## config.mk

```make
export PLATFORM = sky130hd
export DESIGN_NAME = fact_ctrl_flat
export DESIGN_NICKNAME = d
export VERILOG_FILES = /design/src/rtl/fact_pkg.sv /design/src/rtl/fact_if.sv /design/src/rtl/fact_dp.sv /design/src/rtl/fact_ctrl.sv /design/src/flat_wrapper.sv
export SDC_FILE = /design/constraint.sdc
export NUM_CORES = 1
export LEC_CHECK = 0
export BUFFER_PORTS_ARGS = -buffer_cell sky130_fd_sc_hd__buf_2
export CAP_MARGIN = 10
export CORE_UTILIZATION = 55
export CTS_CLUSTER_DIAMETER = 50
export DETAILED_ROUTE_END_ITERATION = 10
export PLACE_DENSITY = 0.77
export SETUP_SLACK_MARGIN = 0.5
export SYNTH_ARGS = -nofsm -noshare
export SYNTH_HDL_FRONTEND = slang
export SYNTH_HIERARCHICAL = 1
export SYNTH_SLANG_ARGS = --single-unit
```

## constraint.sdc

```tcl
create_clock -name clk -period 5.2 [get_ports clk]
set_clock_uncertainty 0.1 [all_clocks]
set_input_delay 1.04 -clock clk [delete_from_list [all_inputs] [get_ports clk]]
set_output_delay 1.04 -clock clk [all_outputs]
set_load 0.05 [all_outputs]
```

## src/rtl/fact_pkg.sv

```systemverilog
// Shared types and constants for the factorial accelerator.
// Status bit positions are consumed by the bus wrapper.
package fact_pkg;

    localparam int WIDTH_DEF = 32;
    localparam int N_W_DEF   = 4;
    localparam int MAX_N_DEF = 12;

    localparam int STAT_DONE = 0;
    localparam int STAT_ERR  = 1;
    localparam int STAT_BUSY = 2;

    typedef enum logic [1:0] {
        IDLE = 2'd0,
        MULT = 2'd1,
        DONE = 2'd2,
        ERR  = 2'd3
    } state_e;

    function automatic logic [2:0] pack_status(
        input logic done,
        input logic err,
        input logic busy
    );
        logic [2:0] s;
        s = '0;
        s[STAT_DONE] = done;
        s[STAT_ERR]  = err;
        s[STAT_BUSY] = busy;
        return s;
    endfunction

endpackage

```

## src/rtl/fact_if.sv

```systemverilog
// Request/status bundle between the bus wrapper and the factorial engine.
// master = wrapper side, slave = engine side.
interface fact_if #(
    parameter int WIDTH = 32,
    parameter int N_W   = 4
);
    logic             go;
    logic [N_W-1:0]   n;
    logic             busy;
    logic             done;
    logic             err;
    logic [WIDTH-1:0] result;

    modport master (
        output go, n,
        input  busy, done, err, result
    );

    modport slave (
        input  go, n,
        output busy, done, err, result
    );
endinterface

```

## src/rtl/fact_dp.sv

```systemverilog
// Factorial datapath: down-counter, running product and single-cycle multiply.
// last_o flags the final iteration so the FSM can latch the product.
module fact_dp #(
    parameter int WIDTH = 32,
    parameter int N_W   = 4
) (
    input  logic             clk,
    input  logic             rst,
    input  logic             load_i,
    input  logic             step_i,
    input  logic [N_W-1:0]   n_i,
    output logic             last_o,
    output logic [WIDTH-1:0] prod_o
);

    logic [N_W-1:0]   cnt_q, cnt_d;
    logic [WIDTH-1:0] prod_q, prod_d;

    always_comb begin
        cnt_d  = cnt_q;
        prod_d = prod_q;
        if (load_i) begin
            cnt_d  = n_i;
            prod_d = WIDTH'(1);
        end else if (step_i) begin
            // low WIDTH bits of the full product are kept
            prod_d = prod_q * WIDTH'(cnt_q);
            cnt_d  = cnt_q - N_W'(1);
        end
    end

    always_ff @(posedge clk or negedge rst) begin
        if (!rst) begin
            cnt_q  <= '0;
            prod_q <= '0;
        end else begin
            cnt_q  <= cnt_d;
            prod_q <= prod_d;
        end
    end

    assign last_o = (cnt_q <= N_W'(1));
    assign prod_o = prod_q;

endmodule

```

## src/rtl/fact_ctrl.sv

```systemverilog
// Factorial sequencer: accepts go/n, drives fact_dp one multiply per clock,
// and holds sticky done/err status plus the last result.
module fact_ctrl
    import fact_pkg::*;
#(
    parameter int WIDTH = WIDTH_DEF,
    parameter int N_W   = N_W_DEF,
    parameter int MAX_N = MAX_N_DEF
) (
    input logic clk,
    input logic rst,
    fact_if.slave bus
);

    localparam logic [N_W-1:0] MAX_NV = N_W'(MAX_N);

    state_e           state_q, state_d;
    logic [WIDTH-1:0] result_q, result_d;
    logic             load, step, last;
    logic [WIDTH-1:0] prod;

    fact_dp #(
        .WIDTH (WIDTH),
        .N_W   (N_W)
    ) u_dp (
        .clk    (clk),
        .rst    (rst),
        .load_i (load),
        .step_i (step),
        .n_i    (bus.n),
        .last_o (last),
        .prod_o (prod)
    );

    always_comb begin
        state_d  = state_q;
        result_d = result_q;
        load     = 1'b0;
        step     = 1'b0;
        unique case (state_q)
            IDLE, DONE, ERR: begin
                if (bus.go) begin
                    if (bus.n > MAX_NV) begin
                        state_d  = ERR;
                        result_d = '0;
                    end else begin
                        load    = 1'b1;
                        state_d = MULT;
                    end
                end
            end
            MULT: begin
                // go is deliberately not looked at here
                if (last) begin
                    result_d = prod;
                    state_d  = DONE;
                end else begin
                    step = 1'b1;
                end
            end
        endcase
    end

    always_ff @(posedge clk or negedge rst) begin
        if (!rst) begin
            state_q  <= IDLE;
            result_q <= '0;
        end else begin
            state_q  <= state_d;
            result_q <= result_d;
        end
    end

    assign bus.busy   = (state_q == MULT);
    assign bus.done   = (state_q == DONE);
    assign bus.err    = (state_q == ERR);
    assign bus.result = result_q;

endmodule

```

## src/flat_wrapper.sv

```systemverilog
// flat-port wrapper written by rule: the top's interface ports become plain ports
module fact_ctrl_flat import fact_pkg::*;
#(
    parameter int WIDTH = WIDTH_DEF,
    parameter int N_W   = N_W_DEF,
    parameter int MAX_N = MAX_N_DEF
)
  (clk, rst, bus_go, bus_n, bus_busy, bus_done, bus_err, bus_result);
  fact_if #(.WIDTH(WIDTH), .N_W(N_W)) bus_i ();
  input logic clk;
  input logic rst;
  input wire logic [$bits(bus_i.go)-1:0] bus_go;
  input wire logic [$bits(bus_i.n)-1:0] bus_n;
  output wire logic [$bits(bus_i.busy)-1:0] bus_busy;
  output wire logic [$bits(bus_i.done)-1:0] bus_done;
  output wire logic [$bits(bus_i.err)-1:0] bus_err;
  output wire logic [$bits(bus_i.result)-1:0] bus_result;
  assign bus_i.go = bus_go;
  assign bus_i.n = bus_n;
  assign bus_busy = bus_i.busy;
  assign bus_done = bus_i.done;
  assign bus_err = bus_i.err;
  assign bus_result = bus_i.result;
  fact_ctrl #(.WIDTH(WIDTH), .N_W(N_W), .MAX_N(MAX_N)) u_core (.clk(clk), .rst(rst), .bus(bus_i));
endmodule
```

After elaboration in Yosys (flattened, before gate mapping)
Index checks and enable logic that the tools add are counted.
- flip-flop bits (word level): 70
- latch bits: 0
- memory bits (writable): 0
- memory bits (read-only): 0
- input port bits: 7
- output and inout bits: 35
- word-level logic and storage cells: 36
- memories: 0
- add/sub/neg operators: 1
- multipliers: 1
- div/mod/pow operators: 0
- order comparisons: 2
- eq/ne operators: 6
- shift operators: 0
- muxes and demuxes: 17
- bitwise operators: 0
- reductions and logical operators: 5
- operators by type and width (operator ; number):
    32-bit two-way mux ; 5
    32-bit case mux with 2 select lines ; 1
    32-bit by 4-bit multiplier with 32-bit output ; 1
    4-bit two-way mux ; 2
    2-bit two-way mux ; 3
    1-bit two-way mux ; 5
    2-bit == test, second input constant ; 2
    4-bit > comparator, second input constant ; 1
    4-bit by 1-bit <= comparator with 1-bit output, second input constant ; 1
    2-bit by 1-bit != test with 1-bit output, second input constant ; 2
    2-bit case mux with 2 select lines ; 1
    4-bit by 1-bit subtractor with 4-bit output, second input constant ; 1
    3-bit AND reduction ; 1
    3-bit OR reduction ; 1
    2-bit by 1-bit == test with 1-bit output, second input constant ; 1
    2-bit logical NOT ; 1
    2-bit != test, second input constant ; 1
    2-bit AND reduction ; 1
    2-bit nonzero test ; 1

Depth between registers and ports, before layout
Gate-level depths: netlist of run 1.
- depth in word-level cells: 5
- mapped depth: 15

Modules after synthesis
The synthesis of run 1 kept the hierarchy.
- modules (own cells, without submodules) (module ; times used ; cells each ; area an instance (um2)):
    fact_dp ; 1 ; 683 ; 5500.3
    fact_ctrl ; 1 ; 123 ; 1473.9

Worst setup path after synthesis of run 1
Ideal clock, no wire load.
- kind: register to register
- start: register u_core.u_dp.cnt_q[2]
- end: register u_core.u_dp.prod_q[18] (netlist: u_core/u_dp/prod_o[18])
- setup time: 126 ps
- data arrival time: 3835 ps
- data required time: 4974 ps
- path slack: 1139 ps
- cell stages (with the launch flop): 14
- path through: dfrtp_1 > clkbuf_1 > nand2_1 > fa_1 > fa_1 > inv_1 > fa_1 > a211o_2 > a211o_2 > a31o_2 > a21oi_1 > nor2_1 > mux2i_1 > a311o_1
- cells in the longest elaborated chain, start to end: 4
- ends and longest elaborated chain (what ; RTL line ; RTL):
    start, declared ; fact_dp.sv:16 ; logic [N_W-1:0] cnt_q, cnt_d;
    start signal, assigned ; fact_dp.sv:37 ; cnt_q <= cnt_d;
    branches (longest 4 deep; another with 32-bit by 4-bit multiplier with 32-bit output) ; -- ;
    end signal, assigned ; fact_dp.sv:38 ; prod_q <= prod_d;
    end, declared ; fact_dp.sv:17 ; logic [WIDTH-1:0] prod_q, prod_d;
Several ways; the timed one is not identified. The select of a mux whose other input is x is not followed.
A chain may end at the register's enable or synchronous reset.

Worst setup path after layout of run 1
- start: register u_core.u_dp.cnt_q[3]
- end: register u_core.u_dp.prod_q[18] (netlist: u_core/u_dp/prod_o[18])
The elaborated chain is that of the path after synthesis.

==> results of run 1 <==
[cells in the final DEF (no fill, tap or decap), drive strengths merged, types with 4 or more instances in the layout]
cell and n:
a21o 11, nor2 33, a211o 5, nand3b 4
mux2i 12, fa 57, nand4 7, and3 7
inv 119, xor2 10, o2bb2ai 33, nand3 11
ha 34, o21a 4, xnor2 12, nor3 7
a21oi 38, and2 90, nand2 113, dfrtp 70
buf 55, o21ai 27, a211oi 11, clkbuf 12
[per-layer routing]
metal,global-route usage [%],wire length (microns)
met1,41.25,8002
met5,0,0
met2,45.29,7942
met3,4.023,1155
met4,9.177,314
[worst register-to-register path, cell delays in order, from the launching register on]
cell                      delay (ns)
sky130_fd_sc_hd__dfrtp_1        0.75
sky130_fd_sc_hd__nand2_1        0.18
sky130_fd_sc_hd__fa_1           0.56
sky130_fd_sc_hd__fa_1           0.56
sky130_fd_sc_hd__inv_1          0.08
sky130_fd_sc_hd__fa_1           0.48
sky130_fd_sc_hd__a211o_2        0.36
sky130_fd_sc_hd__a211o_2        0.34
sky130_fd_sc_hd__a31o_2         0.26
sky130_fd_sc_hd__a21oi_1        0.26
sky130_fd_sc_hd__nor2_1         0.09
sky130_fd_sc_hd__mux2i_1        0.13
sky130_fd_sc_hd__a311o_1        0.31
[synth_stat cells (4+ instances only)]
library cell                instances
sky130_fd_sc_hd__inv_1            118
sky130_fd_sc_hd__xnor2_1           12
sky130_fd_sc_hd__o2bb2ai_2          5
sky130_fd_sc_hd__a21o_1             9
sky130_fd_sc_hd__clkbuf_1          27
sky130_fd_sc_hd__a211oi_1          10
sky130_fd_sc_hd__nand2_1          113
sky130_fd_sc_hd__a21oi_1           38
sky130_fd_sc_hd__xor2_1            10
sky130_fd_sc_hd__o2bb2ai_1         28
sky130_fd_sc_hd__and3_1             7
sky130_fd_sc_hd__buf_6              8
sky130_fd_sc_hd__ha_1              34
sky130_fd_sc_hd__fa_1              57
sky130_fd_sc_hd__nor2_1            33
sky130_fd_sc_hd__o21ai_0           27
sky130_fd_sc_hd__dfrtp_1           70
sky130_fd_sc_hd__nand3b_1           4
sky130_fd_sc_hd__clkbuf_8           4
sky130_fd_sc_hd__mux2i_1           12
sky130_fd_sc_hd__and2_1            90
sky130_fd_sc_hd__nand3_1           11
sky130_fd_sc_hd__nand4_1            7
sky130_fd_sc_hd__nor3_1             7
[logic make-up after synthesis]
family / Yosys count / synth area share (%)
buffers and inverters: 163 / 10.35
XOR/XNOR: 22 / 2.763
multiplexers: 12 / 1.722
adder cells (fa/ha/maj): 91 / 22.46
AND/OR/NAND/NOR: 287 / 20.81
flip-flops: 70 / 25.12
AO/OA/AOI/OAI: 161 / 16.77
[area by class of cell]
class / instances / share of cell area (%)
Clock buffer: 12 / 3.289
Clock inverter: 4 / 0.3006
Inverter: 119 / 5.961
Multi-Input combinational cell: 573 / 60.11
Sequential cell: 70 / 23.39
Tap cell: 168 / 2.805
Timing Repair Buffer: 55 / 4.141
[state kept, by name, summed over array words and instances, names as in the netlist]
signal	cells
u_core/bus.result	32
u_core/u_dp/cnt_q	4
u_core/u_dp/prod_o	32
u_core/state_q	2
[worst max path at each step]
stage	endpoint	from	cells after the start	slack (ns)
after floorplan	u_core/u_dp/prod_o[18]$_DFFE_PN0P_	u_core/u_dp/cnt_q[2]$_DFFE_PN0P_	13	1.14
after global placement	u_core/u_dp/prod_o[18]$_DFFE_PN0P_	u_core/u_dp/cnt_q[3]$_DFFE_PN0P_	12	0.83
after detailed placement	u_core/u_dp/prod_o[18]$_DFFE_PN0P_	u_core/u_dp/cnt_q[3]$_DFFE_PN0P_	12	0.72
after CTS	u_core/u_dp/prod_o[18]$_DFFE_PN0P_	u_core/u_dp/cnt_q[3]$_DFFE_PN0P_	12	0.69
after global routing	u_core/u_dp/prod_o[18]$_DFFE_PN0P_	u_core/u_dp/cnt_q[3]$_DFFE_PN0P_	12	0.50
final	u_core/u_dp/prod_o[18]$_DFFE_PN0P_	u_core/u_dp/cnt_q[3]$_DFFE_PN0P_	12	0.63
[through the flow]
| step | cells | util (%) | hold slack [ns] | setup WS (ns) | cell area (sq um) |
|---|---|---|---|---|---|
| 4_1_cts | 1001 | 61.59 | 0.4164 | 0.6881 | 7491 |
| 6_report | 1001 | 61.62 | 0.4108 | 0.6336 | 7493 |
| 2_1_floorplan | 806 | - | 0.3716 | 1.139 | 6974 |
| 3_3_place_gp | 985 | 59.38 | 0.3942 | 0.8301 | 7222 |
| 5_1_grt | 1001 | 61.62 | 0.4423 | 0.5040 | 7493 |
| 3_5_place_dp | 985 | 59.38 | 0.3990 | 0.7169 | 7222 |
==> flow_summary.ini, run 1 <==
[clock_tree]
clockBufferDepth = 2
clockRootBuffer = sky130_fd_sc_hd__clkbuf_16
clk_pin_slew_worst_paths_ns = 0.06
worstSkewPairLatency_ns = 0.34
tritoncts = done
post_cts_resized = 0
cts.sinks = 70
h-tree-depth = 3
postCtsHoldBufs = 0
post-cts-setup-buffers = 0
numCtsBuffers = 9

[setup_path]
crit_arrival_ns = 4.70
crit_path_max_fanout = 20
regToRegStartpoint = u_core/u_dp/cnt_q[3]$_DFFE_PN0P_
cpMostUsedCell = sky130_fd_sc_hd__fa_1
endpoint_kind = flip-flop
cell_by_cell_listing_of_the_critical_path = nand2_1 > fa_1 > fa_1 > inv_1 > fa_1 > a211o_2 > a211o_2 > a31o_2 > a21oi_1 > nor2_1 > mux2i_1 > a311o_1
critical_path_required_ns = 5.33
critical_path_class = reg -> reg
timing.reg2reg.worst_path_depth = 12
slowest_delay_ns = 0.75
cell_class_contributing_the_biggest_share_of_worst_path_delay = adder cells
worstReg2RegEnd = u_core/u_dp/prod_o[18]$_DFFE_PN0P_
critical_path.slowest_cell = sky130_fd_sc_hd__dfrtp_1
worst-path-buf-inv = 1
worstSetupStartpointType = flip-flop
r2r_setup_slack_ns = 0.63

[synthesis]
ys_seq_area_share_pct = 25.12
postSynthAreaPerCell_sq_um = 8.653
netlist_area_sq_mm = 0.006974
yosysWarnings = 6
synth_cell_types = 63
ys_async_sr_fraction_pct = 100.0
synth_largest_type_area_fraction_pct = 25.12
synthesis.nets = 904
synth.largest_area_cell = sky130_fd_sc_hd__dfrtp_1
netlist_top_cells_area = sky130_fd_sc_hd__dfrtp_1, sky130_fd_sc_hd__fa_1, sky130_fd_sc_hd__and2_1, sky130_fd_sc_hd__inv_1, sky130_fd_sc_hd__ha_1
yosys_most_used_dff = sky130_fd_sc_hd__dfrtp_1
synth_edf_count = 0
synthesis.instances = 806
synth.ff_latch_count = 70

[route]
drt_first_pass_iters = 7
drt-wirelength-per-cell_microns = 17.40
routed-via-count = 5789
drtIter0Drc = 595
ant_nets = 0
drc = 0
wirelength_microns = 17410
via_per_inst = 5.783

[job]
drv_cap = 0

[timing]
drv_slew = 0
rsz0062_at_grt = no
finalSetupViolations = 0
tightest_slew_ns = 1.023
final-hold-violation-count = 0
fmaxAchievable_mhz = 219.0
setup-tns-final_ns = 0
final.period_utilization_pct = 87.82
worst_slew_margin_rel_pct = 31.81
fin_crit_ns = 4.566

[layout]
area_of_the_multi_input_gates_sq_mm = 0.004504
fin_nets = 926
seqCellArea_sq_mm = 0.001753
area_growth_pct = 7.445
fraction_of_final_layout_cells_with_drive_strength_greater_than_1_pct = 10.80
insertedDiodeCount = 0
filler_cell_count = 1080

[floorplanning]
area_of_the_die_sq_mm = 0.01313
floorplan.die.height_microns = 114.6
num_rows = 40
core-area_sq_mm = 0.01216
die_x_microns = 114.6
floorplan.initialDensity_pct = 57.35
io_pins = 42

[place]
place_hpwl_microns = 13010
routabilityCongestion = 0.9747
port_buffers = 41

[status]
run_status = finished, final reports clean

[global_routing]
number_of_global_route_vias_before_repair = 5640
grt_start_max_net_pins = 43
antenna_found_initial = 0
globalRouteOverflowTotal = 0
grt_first_pass_wirelength_microns = 29210
grt_total_usage_pct = 28.83

[worst_hold_path]
hold_path.class = reg -> reg
holdCritStartpoint = u_core/u_dp/prod_o[31]$_DFFE_PN0P_
timing.hold.worst_endpoint = u_core/u_dp/prod_o[31]$_DFFE_PN0P_
hold_depth = 2
Power of run 1 is not shown: default switching activity piles up to over one toggle a cycle in this logic, so the estimate is an artifact.
==> run 2, diff against run 1 <==
Settings changed: CELL_PAD_IN_SITES_DETAIL_PLACEMENT from default to 1, CELL_PAD_IN_SITES_GLOBAL_PLACEMENT from default to 2, CORE_UTILIZATION 55 to 30, PLACE_DENSITY 0.77 to 0.7.
Clock period 5.2 ns to 4.93 ns, I/O delays scaled along.
==> flow_summary.ini, run 2 (same netlist as run 1, synthesis figures left out) <==
[clock_tree]
tritoncts = done
h-tree-depth = 3
postCtsHoldBufs = 0
cts.sinks = 70
worstSkewPairLatency_ns = 0.35
clk_pin_slew_worst_paths_ns = 0.06
numCtsBuffers = 9
clockBufferDepth = 2
clockRootBuffer = sky130_fd_sc_hd__clkbuf_16

[route]
ant_nets = 0
wl_met2_microns = 9038
drc = 0
dr.max_layer_used = met4
wl_met1_microns = 10700
via_per_inst = 4.922
drtIter0Drc = 198
met3_length_microns = 325
routed-via-count = 5523
drt_first_pass_iters = 4
drt-wirelength-per-cell_microns = 18.11
wirelength_microns = 20320

[global_routing]
number_of_global_route_vias_before_repair = 5987
grt_total_usage_pct = 18.47
grt_start_max_net_pins = 71
grt_first_pass_wirelength_microns = 34180
antenna_found_initial = 0
globalRouteOverflowTotal = 0

[worst_hold_path]
hold_path.class = reg -> reg

[timing]
final-hold-violation-count = 0
fmaxAchievable_mhz = 234.2
worst_slew_margin_rel_pct = 35.85
final.period_utilization_pct = 86.62
fin_crit_ns = 4.270
finalSetupViolations = 0
rsz0062_at_grt = yes
hold_slack_ns = 0.4209
setup-tns-final_ns = 0
tightest_slew_ns = 0.9622
drv_slew = 0

[layout]
mostFrequentLayoutCells = sky130_fd_sc_hd__inv_1, sky130_fd_sc_hd__nand2_1, sky130_fd_sc_hd__and2_1
area_growth_pct = 11.57
fin_nets = 930
insertedDiodeCount = 0
fraction_of_final_layout_cells_with_drive_strength_greater_than_1_pct = 12.54
final_common_cell = sky130_fd_sc_hd__inv_1
filler_cell_count = 2673

[floorplanning]
die_x_microns = 154.5
num_rows = 55
floorplan.initialDensity_pct = 30.71
floorplan.die.height_microns = 154.5
area_of_the_die_sq_mm = 0.02386
io_pins = 42
core-area_sq_mm = 0.02271

[place]
port_buffers = 41
place_hpwl_microns = 15470
routabilityCongestion = 0.8054

[setup_path]
critical_path_class = reg -> reg
crit_path_max_fanout = 16
worstSetupStartpointType = flip-flop
critical_path_required_ns = 5.07
crit_arrival_ns = 4.41
endpoint_kind = flip-flop

[status]
run_status = finished, final reports clean

[job]
drv_cap = 0
## run 2: cell types whose count changed in the layout (fill, tap and decap cells not counted), moves of 2 or more
cell                        change
sky130_fd_sc_hd__ha_1           -5
sky130_fd_sc_hd__buf_4          +5
sky130_fd_sc_hd__dfrtp_1        -2
sky130_fd_sc_hd__clkinv_2       -3
sky130_fd_sc_hd__inv_6          +2
sky130_fd_sc_hd__dfrtp_2        +2
sky130_fd_sc_hd__bufinv_16      +2
sky130_fd_sc_hd__ha_2           +4
## run 2: metal layers
metal	vias to the layer above	global-route usage, %
li1	2687	-
met1	2756	27.30
met2	66	28.72
met3	14	1.429
met4	0	5.233
met5	-	0
## run 2: cell type report
cell class	instances	area, sq um	area share (%)
Multi-Input combinational cell	573	4557	58.56
Clock inverter	6	93.84	1.206
Sequential cell	70	1755	22.56
Timing Repair Buffer	59	342.8	4.406
Tap cell	285	356.6	4.583
Clock buffer	10	229.0	2.943
Inverter	119	446.7	5.740
## run 2: stage by stage
stage / cells / utilization [%] / worst slack, ns / instance area [sq um]
final: 1122 / 34.26 / 0.6595 / 7781
after global routing: 1122 / 34.26 / 0.4700 / 7781
after CTS: 1119 / 33.94 / 0.4783 / 7707
after detailed placement: 1103 / 32.49 / 0.4207 / 7378
after global placement: 1103 / 32.49 / 0.4436 / 7378
after floorplan: 806 / - / 0.8691 / 6974
## run 2: worst paths after layout
path	from	end	slack [ns]	cells after the start
min in group asynchronous	rst	u_core/bus.result[5]$_DFFE_PN0P_	0.69	1
max in group asynchronous	rst	u_core/u_dp/cnt_q[2]$_DFFE_PN0P_	3.37	1
hold / removal	u_core/bus.result[0]$_DFFE_PN0P_	u_core/bus.result[0]$_DFFE_PN0P_	0.42	2
hold reg to reg	u_core/bus.result[0]$_DFFE_PN0P_	u_core/bus.result[0]$_DFFE_PN0P_	0.42	2
setup reg to reg	u_core/u_dp/cnt_q[1]$_DFFE_PN0P_	u_core/u_dp/prod_o[28]$_DFFE_PN0P_	0.66	14
setup / recovery	u_core/u_dp/cnt_q[1]$_DFFE_PN0P_	u_core/u_dp/prod_o[28]$_DFFE_PN0P_	0.66	14
## run 2: what timing repair did
item	CTS	global route
hold endpoints to repair	0	0
pin swaps	0	3
buffers inserted	0	3
resized for setup	4	11
endpoints found under the setup margin	4	8
## run 2: critical path, cell delays in order (launching register included)
cell,delay (ns)
sky130_fd_sc_hd__dfrtp_2,0.43
sky130_fd_sc_hd__buf_4,0.20
sky130_fd_sc_hd__and2_1,0.17
sky130_fd_sc_hd__fa_1,0.54
sky130_fd_sc_hd__inv_1,0.06
sky130_fd_sc_hd__fa_1,0.53
sky130_fd_sc_hd__inv_1,0.05
sky130_fd_sc_hd__ha_2,0.38
sky130_fd_sc_hd__nand4_1,0.17
sky130_fd_sc_hd__nand2b_1,0.20
sky130_fd_sc_hd__or4_1,0.43
sky130_fd_sc_hd__o211a_2,0.21
sky130_fd_sc_hd__nor4_4,0.25
sky130_fd_sc_hd__mux2i_1,0.11
sky130_fd_sc_hd__a311o_1,0.32
Power of run 2 is left out for the same reason.
==> run 3, diff against run 2 <==
Settings changed: CORE_UTILIZATION 30 to 39, PLACE_DENSITY 0.7 to 0.9.
==> flow_summary.ini, run 3 (same netlist as run 1, synthesis figures left out) <==
[route]
drt-wirelength-per-cell_microns = 18.97
ant_nets = 0
drt_first_pass_iters = 4
via_per_inst = 5.389
drc = 0
wirelength_microns = 20030
drtIter0Drc = 374
routed-via-count = 5691

[setup_path]
timing.reg2reg.worst_path_depth = 13
slowest_delay_ns = 0.59
endpoint_kind = flip-flop
worstSetupStartpointType = flip-flop
crit_path_max_fanout = 18
regToRegStartpoint = u_core/u_dp/cnt_q[3]$_DFFE_PN0P_
critical_path_required_ns = 5.03
crit_arrival_ns = 4.34
cell_by_cell_listing_of_the_critical_path = and2_1 > fa_1 > inv_1 > fa_1 > inv_1 > ha_1 > a21oi_1 > o21ai_0 > o211ai_1 > a211oi_1 > o31a_1 > mux2i_1 > o21ai_0
worstReg2RegEnd = u_core/u_dp/prod_o[29]$_DFFE_PN0P_
critical_path_class = reg -> reg
critical_path.slowest_cell = sky130_fd_sc_hd__fa_1
r2r_setup_slack_ns = 0.69

[clock_tree]
postCtsHoldBufs = 0
h-tree-depth = 3
post-cts-setup-buffers = 0
clockRootBuffer = sky130_fd_sc_hd__clkbuf_16
numCtsBuffers = 9
cts.sinks = 70
worstSkewPairLatency_ns = 0.34
clk_pin_slew_worst_paths_ns = 0.06
tritoncts = done
clockBufferDepth = 2

[floorplanning]
core-area_sq_mm = 0.01736
die_x_microns = 135.7
floorplan.initialDensity_pct = 40.18
num_rows = 48
floorplan.die.height_microns = 135.7
area_of_the_die_sq_mm = 0.01842
io_pins = 42

[timing]
fin_crit_ns = 4.240
drv_slew = 0
setup-tns-final_ns = 0
hold_slack_ns = 0.4242
rsz0062_at_grt = yes
finalSetupViolations = 0
fmaxAchievable_mhz = 235.8
tightest_slew_ns = 0.9420
final.period_utilization_pct = 86.01
worst_slew_margin_rel_pct = 37.20
final-hold-violation-count = 0

[global_routing]
grt_total_usage_pct = 23.43
antenna_found_initial = 0
globalRouteOverflowTotal = 0
number_of_global_route_vias_before_repair = 6047
grt_first_pass_wirelength_microns = 32730
grt_start_max_net_pins = 71

[layout]
fin_nets = 925
finalInstanceArea_sq_mm = 0.007599
area_of_the_multi_input_gates_sq_mm = 0.004534
area_growth_pct = 8.952
final_common_cell = sky130_fd_sc_hd__inv_1
insertedDiodeCount = 0
mostFrequentLayoutCells = sky130_fd_sc_hd__inv_1, sky130_fd_sc_hd__nand2_1, sky130_fd_sc_hd__and2_1
finish.utilization_pct = 43.78
filler_cell_count = 2072
fraction_of_final_layout_cells_with_drive_strength_greater_than_1_pct = 11.67
seqCellArea_sq_mm = 0.001755

[place]
placed_cell_area_sq_mm = 0.007288
port_buffers = 41
place_hpwl_microns = 15190
routabilityCongestion = 0.8719

[worst_hold_path]
hold_path.class = reg -> reg
holdCritStartpoint = u_core/bus.result[14]$_DFFE_PN0P_
hold_depth = 2
timing.hold.worst_endpoint = u_core/bus.result[14]$_DFFE_PN0P_

[job]
drv_cap = 0

[status]
run_status = finished, final reports clean
## run 3: changes by cell type in the layout (fill, tap and decap cells not counted), moves of 2 or more
cell                        before  now
sky130_fd_sc_hd__inv_6           2    0
sky130_fd_sc_hd__bufinv_16       2    0
sky130_fd_sc_hd__clkbuf_8        0    2
sky130_fd_sc_hd__clkinv_2        0    3
sky130_fd_sc_hd__buf_4          19   14
sky130_fd_sc_hd__ha_1           29   31
## run 3: how the worst max path moves through the flow
stage | slack (ns) | to | start
final | 0.69 | u_core/u_dp/prod_o[29]$_DFFE_PN0P_ | u_core/u_dp/cnt_q[3]$_DFFE_PN0P_
after floorplan | 0.87 | u_core/u_dp/prod_o[18]$_DFFE_PN0P_ | u_core/u_dp/cnt_q[2]$_DFFE_PN0P_
after detailed placement | 0.51 | u_core/u_dp/prod_o[30]$_DFFE_PN0P_ | u_core/u_dp/cnt_q[2]$_DFFE_PN0P_
after global placement | 0.53 | u_core/u_dp/prod_o[30]$_DFFE_PN0P_ | u_core/u_dp/cnt_q[2]$_DFFE_PN0P_
after global routing | 0.48 | u_core/u_dp/prod_o[29]$_DFFE_PN0P_ | u_core/u_dp/cnt_q[3]$_DFFE_PN0P_
after CTS | 0.61 | u_core/u_dp/prod_o[18]$_DFFE_PN0P_ | u_core/u_dp/cnt_q[2]$_DFFE_PN0P_
## run 3: layout make-up
class,count,area share (%)
multi-input cells,573,59.67
flip-flops and latches,70,23.10
inverters,119,5.878
repair buffers,54,4.018
well taps,225,3.705
clock buffers,11,3.326
clock inverters,4,0.2964
## run 3: critical path: cells and delay by family, from the launching register on
family / cells / cell delay (ns)
adder cells (fa/ha/maj): 3 / 1.54
AO/OA/AOI/OAI: 6 / 1.44
flip-flops: 1 / 0.50
AND/OR/NAND/NOR: 1 / 0.20
multiplexers: 1 / 0.20
buffers and inverters: 2 / 0.12
## run 3: metal layers
| metal | global-route usage [%] | up-vias | share of wire [%] |
|---|---|---|---|
| met1 | 32.64 | 2883 | 48 |
| met3 | 2.544 | 22 | 3.8 |
| met4 | 7.366 | 0 | 1.5 |
| met5 | 0 | - | 0 |
| met2 | 37.87 | 105 | 47 |
| li1 | - | 2681 | - |
## run 3: stage by stage
step | worst slack (ns) | cells
detailed placement | 0.5074 | 1041
CTS | 0.6098 | 1056
finish | 0.6897 | 1056
floorplan | 0.8691 | 806
global placement | 0.5334 | 1041
global route | 0.4834 | 1056
## run 3: repair_timing
action                                  in CTS  in global routing
endpoints found under the setup margin       1                 10
gates resized for setup                      1                 10
endpoints found under the hold margin        0                  0
pin swaps                                    0                  0
gates cloned                                 0                  0
Power of run 3 is left out for the same reason.
